[src/rtl/dlx_debug_pkg.sv]
// Shared types and default sizing for the DLX debug trace buffer.
package dlx_debug_pkg;

  typedef enum bit [2:0] {
    TR_IDLE    = 3'd0,
    TR_ARMED   = 3'd1,
    TR_POST    = 3'd2,
    TR_FROZEN  = 3'd3,
    TR_READOUT = 3'd4
  } dbg_trace_state_t;

  localparam int unsigned DBG_TRACE_DEPTH = 16;
  localparam int unsigned DBG_TRACE_POST  = 8;

endpackage

[src/rtl/dbg_trace_ram.sv]
// DEPTH x DBG_W trace storage: one write port, one registered read port.
// Storage is never reset; only the read data register is.
module dbg_trace_ram #(
  parameter int unsigned DBG_W = 32,
  parameter int unsigned DEPTH = 16,
  parameter int unsigned AW    = 4
) (
  input  logic             clk,
  input  logic             rst,
  input  logic             i_wr_en,
  input  logic [AW-1:0]    i_wr_addr,
  input  logic [DBG_W-1:0] i_wr_data,
  input  logic             i_rd_en,
  input  logic [AW-1:0]    i_rd_addr,
  output logic [DBG_W-1:0] o_rd_data
);

  logic [DBG_W-1:0] r_mem [DEPTH];
  logic [DBG_W-1:0] r_rd_data;

  always_ff @(posedge clk) begin
    if (i_wr_en) begin
      r_mem[i_wr_addr] <= i_wr_data;
    end
  end

  always_ff @(posedge clk or negedge rst) begin
    if (!rst) begin
      r_rd_data <= '0;
    end else if (i_rd_en) begin
      r_rd_data <= r_mem[i_rd_addr];
    end
  end

  assign o_rd_data = r_rd_data;

endmodule

[src/rtl/dlx_debug_trace_buffer.sv]
// Circular debug trace capture: arm, trigger, post-trigger fill, freeze, oldest-first readout.
// Optional DBG_TRACE_FILTER_EN: only write samples differing from the last written one.
module dlx_debug_trace_buffer
  import dlx_debug_pkg::*;
#(
  parameter int unsigned DBG_W     = 32,
  parameter int unsigned DEPTH     = DBG_TRACE_DEPTH,
  parameter int unsigned POST_TRIG = DBG_TRACE_POST
) (
  input  logic                       clk,
  input  logic                       rst,
  input  logic                       arm_i,
  input  logic                       trig_i,
  input  logic [DBG_W-1:0]           sample_i,
  input  logic                       sample_vld_i,
  output logic                       rd_valid_o,
  output logic [DBG_W-1:0]           rd_data_o,
  input  logic                       rd_ready_i,
  output logic                       rd_last_o,
  output logic [$clog2(DEPTH+1)-1:0] count_o,
  output logic                       wrapped_o,
  output logic [2:0]                 state_o
);

  localparam int unsigned AW = (DEPTH > 1) ? $clog2(DEPTH) : 1;
  localparam int unsigned CW = $clog2(DEPTH + 1);

  dbg_trace_state_t r_state, w_state_nxt;
  logic [AW-1:0]    r_wr_ptr, w_wr_ptr_nxt;
  logic [AW-1:0]    r_rd_ptr, w_rd_ptr_nxt;
  logic [CW-1:0]    r_post_cnt, w_post_cnt_nxt;
  logic [CW-1:0]    r_count, w_count_nxt;
  logic             r_wrapped, w_wrapped_nxt;
  logic             r_rd_valid, w_rd_valid_nxt;
  logic             r_rd_last, w_rd_last_nxt;

  logic             w_capture;
  logic             w_wr_en;
  logic             w_rd_en;
  logic [AW-1:0]    w_rd_addr;
  logic             w_hs;

  assign w_capture = (r_state == TR_ARMED) || (r_state == TR_POST);
  assign w_hs      = r_rd_valid & rd_ready_i;

`ifdef DBG_TRACE_FILTER_EN
  // Last written sample, used to suppress consecutive duplicates.
  logic [DBG_W-1:0] r_last_sample;
  logic             r_have_last;

  assign w_wr_en = w_capture & sample_vld_i & (~r_have_last | (sample_i != r_last_sample));

  always_ff @(posedge clk or negedge rst) begin
    if (!rst) begin
      r_last_sample <= '0;
      r_have_last   <= 1'b0;
    end else if ((r_state == TR_IDLE) && arm_i) begin
      r_have_last   <= 1'b0;
    end else if (w_wr_en) begin
      r_last_sample <= sample_i;
      r_have_last   <= 1'b1;
    end
  end
`else
  assign w_wr_en = w_capture & sample_vld_i;
`endif

  always_ff @(posedge clk or negedge rst) begin
    if (!rst) begin
      r_state    <= TR_IDLE;
      r_wr_ptr   <= '0;
      r_rd_ptr   <= '0;
      r_post_cnt <= '0;
      r_count    <= '0;
      r_wrapped  <= 1'b0;
      r_rd_valid <= 1'b0;
      r_rd_last  <= 1'b0;
    end else begin
      r_state    <= w_state_nxt;
      r_wr_ptr   <= w_wr_ptr_nxt;
      r_rd_ptr   <= w_rd_ptr_nxt;
      r_post_cnt <= w_post_cnt_nxt;
      r_count    <= w_count_nxt;
      r_wrapped  <= w_wrapped_nxt;
      r_rd_valid <= w_rd_valid_nxt;
      r_rd_last  <= w_rd_last_nxt;
    end
  end

  always_comb begin
    w_state_nxt    = r_state;
    w_wr_ptr_nxt   = r_wr_ptr;
    w_rd_ptr_nxt   = r_rd_ptr;
    w_post_cnt_nxt = r_post_cnt;
    w_count_nxt    = r_count;
    w_wrapped_nxt  = r_wrapped;
    w_rd_valid_nxt = r_rd_valid;
    w_rd_last_nxt  = r_rd_last;
    w_rd_en        = 1'b0;
    w_rd_addr      = r_rd_ptr + AW'(1);

    // Capture writes share bookkeeping across ARMED and POST.
    if (w_wr_en) begin
      w_wr_ptr_nxt = r_wr_ptr + AW'(1);
      if (r_count == CW'(DEPTH)) begin
        w_wrapped_nxt = 1'b1;
      end else begin
        w_count_nxt = r_count + CW'(1);
      end
    end

    case (r_state)
      TR_IDLE: begin
        if (arm_i) begin
          w_state_nxt   = TR_ARMED;
          w_wr_ptr_nxt  = '0;
          w_count_nxt   = '0;
          w_wrapped_nxt = 1'b0;
        end
      end
      TR_ARMED: begin
        if (trig_i) begin
          w_state_nxt    = (POST_TRIG == 0) ? TR_FROZEN : TR_POST;
          w_post_cnt_nxt = CW'(POST_TRIG);
        end
      end
      TR_POST: begin
        if (w_wr_en) begin
          w_post_cnt_nxt = r_post_cnt - CW'(1);
          if (r_post_cnt == CW'(1)) begin
            w_state_nxt = TR_FROZEN;
          end
        end
      end
      TR_FROZEN: begin
        // Oldest entry sits at wr_ptr once the ring has wrapped.
        w_rd_addr    = r_wrapped ? r_wr_ptr : '0;
        w_rd_ptr_nxt = w_rd_addr;
        w_rd_en      = 1'b1;
        if (r_count == '0) begin
          w_state_nxt = TR_IDLE;
        end else begin
          w_state_nxt    = TR_READOUT;
          w_rd_valid_nxt = 1'b1;
          w_rd_last_nxt  = (r_count == CW'(1));
        end
      end
      TR_READOUT: begin
        if (w_hs) begin
          w_rd_ptr_nxt  = r_rd_ptr + AW'(1);
          w_count_nxt   = r_count - CW'(1);
          w_rd_en       = (r_count != CW'(1));
          w_rd_last_nxt = (r_count == CW'(2));
          if (r_count == CW'(1)) begin
            w_state_nxt    = TR_IDLE;
            w_rd_valid_nxt = 1'b0;
            w_rd_last_nxt  = 1'b0;
          end
        end
      end
      default: begin
        w_state_nxt = TR_IDLE;
      end
    endcase
  end

  dbg_trace_ram #(
    .DBG_W (DBG_W),
    .DEPTH (DEPTH),
    .AW    (AW)
  ) u_ram (
    .clk       (clk),
    .rst       (rst),
    .i_wr_en   (w_wr_en),
    .i_wr_addr (r_wr_ptr),
    .i_wr_data (sample_i),
    .i_rd_en   (w_rd_en),
    .i_rd_addr (w_rd_addr),
    .o_rd_data (rd_data_o)
  );

  assign rd_valid_o = r_rd_valid;
  assign rd_last_o  = r_rd_last;
  assign count_o    = r_count;
  assign wrapped_o  = r_wrapped;
  assign state_o    = 3'(r_state);

endmodule

[config.mk]
export PLATFORM = sky130hd
export DESIGN_NAME = dlx_debug_trace_buffer
export DESIGN_NICKNAME = d
export VERILOG_FILES = /design/src/rtl/dlx_debug_pkg.sv /design/src/rtl/dbg_trace_ram.sv /design/src/rtl/dlx_debug_trace_buffer.sv
export SDC_FILE = /design/constraint.sdc
export NUM_CORES = 1
export LEC_CHECK = 0
export ABC_AREA = 1
export CAP_MARGIN = 5
export CORE_MARGIN = 2
export CORE_UTILIZATION = 55
export DETAILED_ROUTE_END_ITERATION = 8
export HOLD_SLACK_MARGIN = 0.02
export MAX_ROUTING_LAYER = met4
export PLACE_DENSITY_LB_ADDON = 0.2
export SETUP_SLACK_MARGIN = 0.4
export SKIP_CTS_REPAIR_TIMING = 1
export SLEW_MARGIN = 20
export SYNTH_ARGS = -nofsm -noshare
export SYNTH_HDL_FRONTEND = slang
export SYNTH_SLANG_ARGS = --single-unit
[constraint.sdc]
create_clock -name clk -period 3.2 [get_ports clk]
set_clock_uncertainty 0.05 [all_clocks]
set_input_delay 0.48 -clock clk [delete_from_list [all_inputs] [get_ports clk]]
set_output_delay 0.48 -clock clk [all_outputs]
set_load 0.05 [all_outputs]
Yosys cells after proc, flatten, opt, wreduce, memory -nomap -nowiden
Memory sizes are Yosys's and may differ from the RTL's. A register that Yosys moved wholly into a read port is not among the register bits.
Cells that the tools add are included.
- eq/ne operators: 16
- multipliers: 0
- divide/modulo/power cells: 0
- order comparisons: 0
- add/sub/neg operators: 5
- shift-type cells: 0
- reductions and logical operators: 11
- muxes and demuxes: 39
- bitwise logic cells: 2
- operators with widths (kind ; count):
    $mux W5 ; 6
    $mux W4 ; 6
    $mux W3 ; 7
    $pmux W5 S2 ; 2
    $pmux W3 S5 ; 1
    $mux W1 ; 13
    $eq A5 B1 Y1 const B ; 2
    $ne A2 B2 Y1 const B ; 5
    $sub A5 B1 Y5 const B ; 2
    $add A4 B1 Y4 const B ; 2
    $pmux W4 S2 ; 1
    $eq A3 B2 Y1 const B ; 2
    $pmux W1 S2 ; 3
    $reduce_and A3 Y1 ; 2
    $reduce_and A6 Y1 ; 1
    $add A5 B1 Y5 const B ; 1
    $eq A5 B2 Y1 const B ; 1
    $eq A5 B5 Y1 const B ; 1
    $logic_not A5 Y1 ; 1
    $ne A5 B1 Y1 const B ; 1
    $ne A2 B1 Y1 const B ; 2
    $reduce_and A4 Y1 ; 1
    $reduce_bool A2 Y1 ; 2
    $eq A3 B1 Y1 const B ; 1
    6 further kinds ; 7
- bits in writable memories: 512
- bits in latches: 0
- logic and storage cells: 82
- memories kept: 1
- output and inout port bits: 43
- memory bits (read-only): 0
- flip-flop bits (word level): 24
- memories (name ; words ; bits a word ; read ports ; clocked after memory_dff ; wr ports ; line ; source):
    u_ram.r_mem ; 16 ; 32 ; 1 ; 1 ; 1 ; dbg_trace_ram.sv:18 ; logic [DBG_W-1:0] r_mem [DEPTH];

Longest topological paths before layout
- depth in word-level cells: 6
- gate-level depth with buffers: 14

Modules after synthesis
From an unflattened synthesis, not the netlist that was laid out.
- cells, all modules: 2050
- area, all modules: 23432.5 um2
- by module, submodules not included (module ; times used ; cells an instance ; sequential area each (um2) ; area each (um2)):
    dbg_trace_ram ; 1 ; 1840 ; 16175.5 ; 21842.2
    dlx_debug_trace_buffer ; 1 ; 210 ; 600.6 ; 1590.3

Worst setup path before layout
Ideal clock, no wire load.
- kind: register to register
- start point: register r_state[2] (netlist: state_o[2])
- end point: memory u_ram.r_mem[15][0] (enable)
- slack: -0.193 ns
- arrival: 2.922 ns
- clock period less this slack: 3.393 ns
- cell stages (with the launch flop): 10
- path buffers: 0
- library setup time: 0.421 ns
- cell sequence: dfrtp_1 inv_2 nand3_1 nand2_1 nand2_1 clkinv_1 nand2_1 nor2_1 inv_1 nor2_1
- word-level cells in the longest chain between the ends: 5
- elaborated cells between the ends (all ways): 6
- classes of those cells: eq/ne: 2; mux: 2; bitwise: 1; reduce/logical: 1
- ends and longest elaborated chain (what ; line ; source):
    start, declared ; dlx_debug_trace_buffer.sv:28 ; dbg_trace_state_t r_state, w_state_nxt;
    start signal, assigned ; dlx_debug_trace_buffer.sv:79 ; r_state <= w_state_nxt;
    $eq A3 B1 Y1 / $eq A3 B2 Y1 (equally long branches) ; dlx_debug_trace_buffer.sv:43 ; assign w_capture = (r_state == TR_ARMED) || (r_state == TR_POST);
    $logic_or A1 B1 Y1 (*) ; dlx_debug_trace_buffer.sv:43 ;
    $and A1 B1 Y1 (*) ; dlx_debug_trace_buffer.sv:65 ; assign w_wr_en = w_capture & sample_vld_i;
    $mux W1 (*) ; dbg_trace_ram.sv:22 ; if (i_wr_en) begin
    $mux W1 (implied by the code) (*) ; dbg_trace_ram.sv:23 ; r_mem[i_wr_addr] <= i_wr_data;
    end, declared ; dbg_trace_ram.sv:18 ;
Mark *: on every way between the ends. The rest lies on a longest branch, timed or not.

Worst setup path after layout
- start point: register r_state[2] (netlist: state_o[2])
- end point: register u_ram.r_rd_data[4] (netlist: u_ram.o_rd_data[4]), read port of u_ram.r_mem
- word-level cells in the longest chain between the ends: 2
- elaborated cells between the ends (all ways): 4
- classes of those cells: eq/ne: 2; mux: 2
- ends and longest elaborated chain (what ; line ; source):
    $eq A3 B3 Y1 / $eq A3 B2 Y1 (equally long branches) ; dlx_debug_trace_buffer.sv:112 ; case (r_state)
    $pmux W1 S2 / $mux W4 (equally long branches) ; dlx_debug_trace_buffer.sv:112 ;
    end, declared ; dbg_trace_ram.sv:19 ; logic [DBG_W-1:0] r_rd_data;
Several ways; a longest one is shown, not always the timed one.
A chain may end at the register's enable or synchronous reset.

==> metrics.txt <==
leading cell type in the layout, fill and taps excluded=nand2_1; number of buffers created by CTS=57; status=finished, final reports clean; flops & latches, synth=568; Critical Path AT=3.05 ns; slowest CP cell=dfrtp_1; TritonCTS clock tree=built; gpl congestion=0.8540; # DRC=0; Storage cell area=16780 sq um; CTS H-Tree Depth=2; Post-DP HPWL=34710 um; switching power=10570 uW; Setup crit start=state_o[2]; Req. time, crit path=3.66 ns; global-route usage over all layers=0.2691; Synth async-reset ratio=0.09859; ANT nets after route=0; Post-Syn Area=25050 sq um; most frequent CP cell=nand2_1; CTS Buffer Depth=3; initial antenna violation count=0; Via Count=17310; Worst VDD drop=0.7260 mV; Hold Fails Final Rpt=0; most used flip-flop cell after synthesis=edfxtp_1; WL final=60310 um; Setup crit end kind=flip-flop; Final TNS setup=0 ns; IO Pins=81; Int Pwr=15890 uW; Comb power frac=0.414; core area=45190 sq um; Synth Net Count=2533; # nets final=2621; Final period util=0.8091; YS warnings=0; Synth Area per Inst=10.09 sq um; 1st-iter DRT viols=1619; CTS Sinks=568; post-synthesis sequential area ratio=0.6696; WS Path Type=reg2reg; latest clock arrival within the worst-skew pair=0.61 ns; n_diodes=0; Buffers on Ports=80; WL per Instance=18.74 um; min cycle time layout=2.589 ns; CP Cell Sequence=inv_2 -> nand3_2 -> nand2_1 -> nand2_4 -> buf_12 -> nand2_1 -> nand3_1 -> nand3_1 -> nand3_1 -> nand2_1 -> nand2_1 -> nand2_1; number of global-route vias before repair=16750; Layout Utilization=0.6391; die height=217.4 um; Clk pwr share=0.258; root buf cell=clkbuf_16; Max Cap Viol=0; worst-path maximum fanout=71; RSZ-0062 raised after global routing=no; Slew @ Worst Pin=0.9057 ns; Setup violations, final=0; fmax=386.2 MHz; first-pass iteration count of the detailed router=6; Synth cell types=34; total die area=47280 sq um; min-delay worst type=in2async; largest net degree at the start of global routing=72; Seq pwr share=0.328; fill cell count=3475; die width=217.4 um; Multi-input gate area=5806 sq um; Initial Util=0.5545; Cell Pwr Density=916.3 nW/um^2; Row Count=78; count of flip-flops with a built-in enable after synthesis=512; Worst slew margin=0.3962; critical path's largest stage delay=0.46 ns; startpoint types=flip-flop; clock slew at reported path FFs=0.06 ns; most frequent cells in the layout=nand2_1 (624), inv_1 (544), nand3_1 (527); switching share of power=0.3994; max-slew violation count=0; total global routing overflow=0; Leakage=0.01271 uW; vias per cell=5.377; post-synthesis cell count=2483; area grow syn2layout=15.27%; origin of the critical flop-to-flop path=state_o[2]; share of cells above drive strength 1=0.07216; first-pass GRT wire length=94550 um
## per-layer routing
metal | track usage | routed length, um
met2 | 0.4286 | 29040
met4 | 0.08539 | 1417
met3 | 0.04086 | 4629
met1 | 0.3593 | 25230
met5 | - | 0
## worst max-delay path, delay by kind of cell, from the launching register on
| kind | cells | cell delay [ns] |
|---|---|---|
| buf+inv | 2 | 0.45 |
| simple gates | 10 | 1.44 |
| flops | 1 | 0.46 |
## per-stage QoR
step | instance area (sq um) | cells | hold WS, ns | total power (uW) | setup WS [ns]
detailed placement | 26850 | 3105 | 0.4197 | 19670 | 0.4704
floorplan | 25070 | 2483 | 0.1344 | 16120 | -0.05396
global route | 28880 | 3219 | 0.09296 | 27950 | 0.4041
global placement | 26850 | 3105 | 0.4242 | 19570 | 0.5593
CTS | 28790 | 3212 | 0.03819 | 26490 | 0.4755
finish | 28880 | 3219 | 0.02742 | 26460 | 0.6108
## path summary, 6_finish.rpt
| kind | end | slack (ns) | cells after the start |
|---|---|---|---|
| max | u_ram.o_rd_data[4] | 0.61 | 12 |
| min | u_ram.o_rd_data[20] | 0.03 | 2 |
| max reg2reg | u_ram.o_rd_data[4] | 0.61 | 12 |
| min reg2reg | u_ram.o_rd_data[21] | 0.43 | 2 |
| max in group asynchronous | u_ram.o_rd_data[2] | 2.47 | 2 |
| min in group clk | u_ram.o_rd_data[21] | 0.43 | 2 |
## cell usage after synthesis (2+ instances only)
library cell / n / area share
dfrtp_1: 56 / 0.056
buf_2: 71 / 0.014
ha_1: 12 / 0.0060
xnor2_1: 2 / 0.00070
o21a_1: 2 / 0.00060
o22ai_1: 6 / 0.0015
inv_1: 544 / 0.082
buf_6: 8 / 0.0036
nand4_1: 4 / 0.0010
a31oi_1: 4 / 0.0010
clkbuf_1: 20 / 0.0030
edfxtp_1: 512 / 0.61
nand3_1: 527 / 0.11
nor3_1: 4 / 0.00080
o21ai_0: 12 / 0.0024
inv_2: 2 / 0.00030
nor2_1: 29 / 0.0043
nand2_1: 626 / 0.094
nand2_2: 2 / 0.00050
a21oi_1: 9 / 0.0018
buf_1: 12 / 0.0018
xor2_1: 5 / 0.0017
buf_4: 3 / 0.00090
## registers in the layout, summed over array words and instances, names as in the netlist
register,cells
state_o,3
rd_valid_o,1
count_o,5
r_rd_ptr,4
wrapped_o,1
r_post_cnt,5
r_wr_ptr,4
rd_last_o,1
u_ram.r_mem,512
u_ram.o_rd_data,32
## cells by family after synthesis
| kind of cell | after synthesis | synth area share |
|---|---|---|
| buffers and inverters | 662 | 0.1060 |
| xor gates and xnor gates | 7 | 0.002447 |
| and+or+nand+nor | 1198 | 0.2076 |
| AOI/OAI and AO/OA | 36 | 0.008340 |
| adders and majority gates | 12 | 0.005993 |
| DFF | 568 | 0.6696 |
## cell type report
cell class,instances,area share
Sequential cell,568,0.5809
Multi-Input combinational cell,1253,0.2010
Inverter,547,0.07122
Clock buffer,78,0.05775
Timing Repair Buffer,144,0.05355
Tap cell,600,0.02599
Clock inverter,29,0.009575
## power by group through the flow
stage          logic [uW]  registers (uW)  clock network, uW
2_1_floorplan        6590            9530                  0
5_1_grt             12000            8710               7200
3_5_place_dp        10800            8830                  0
3_3_place_gp        10700            8830                  0
4_1_cts             10900            8680               6920
6_report            11000            8680               6820
No activity file was read; power rests on OpenSTA's default activity.
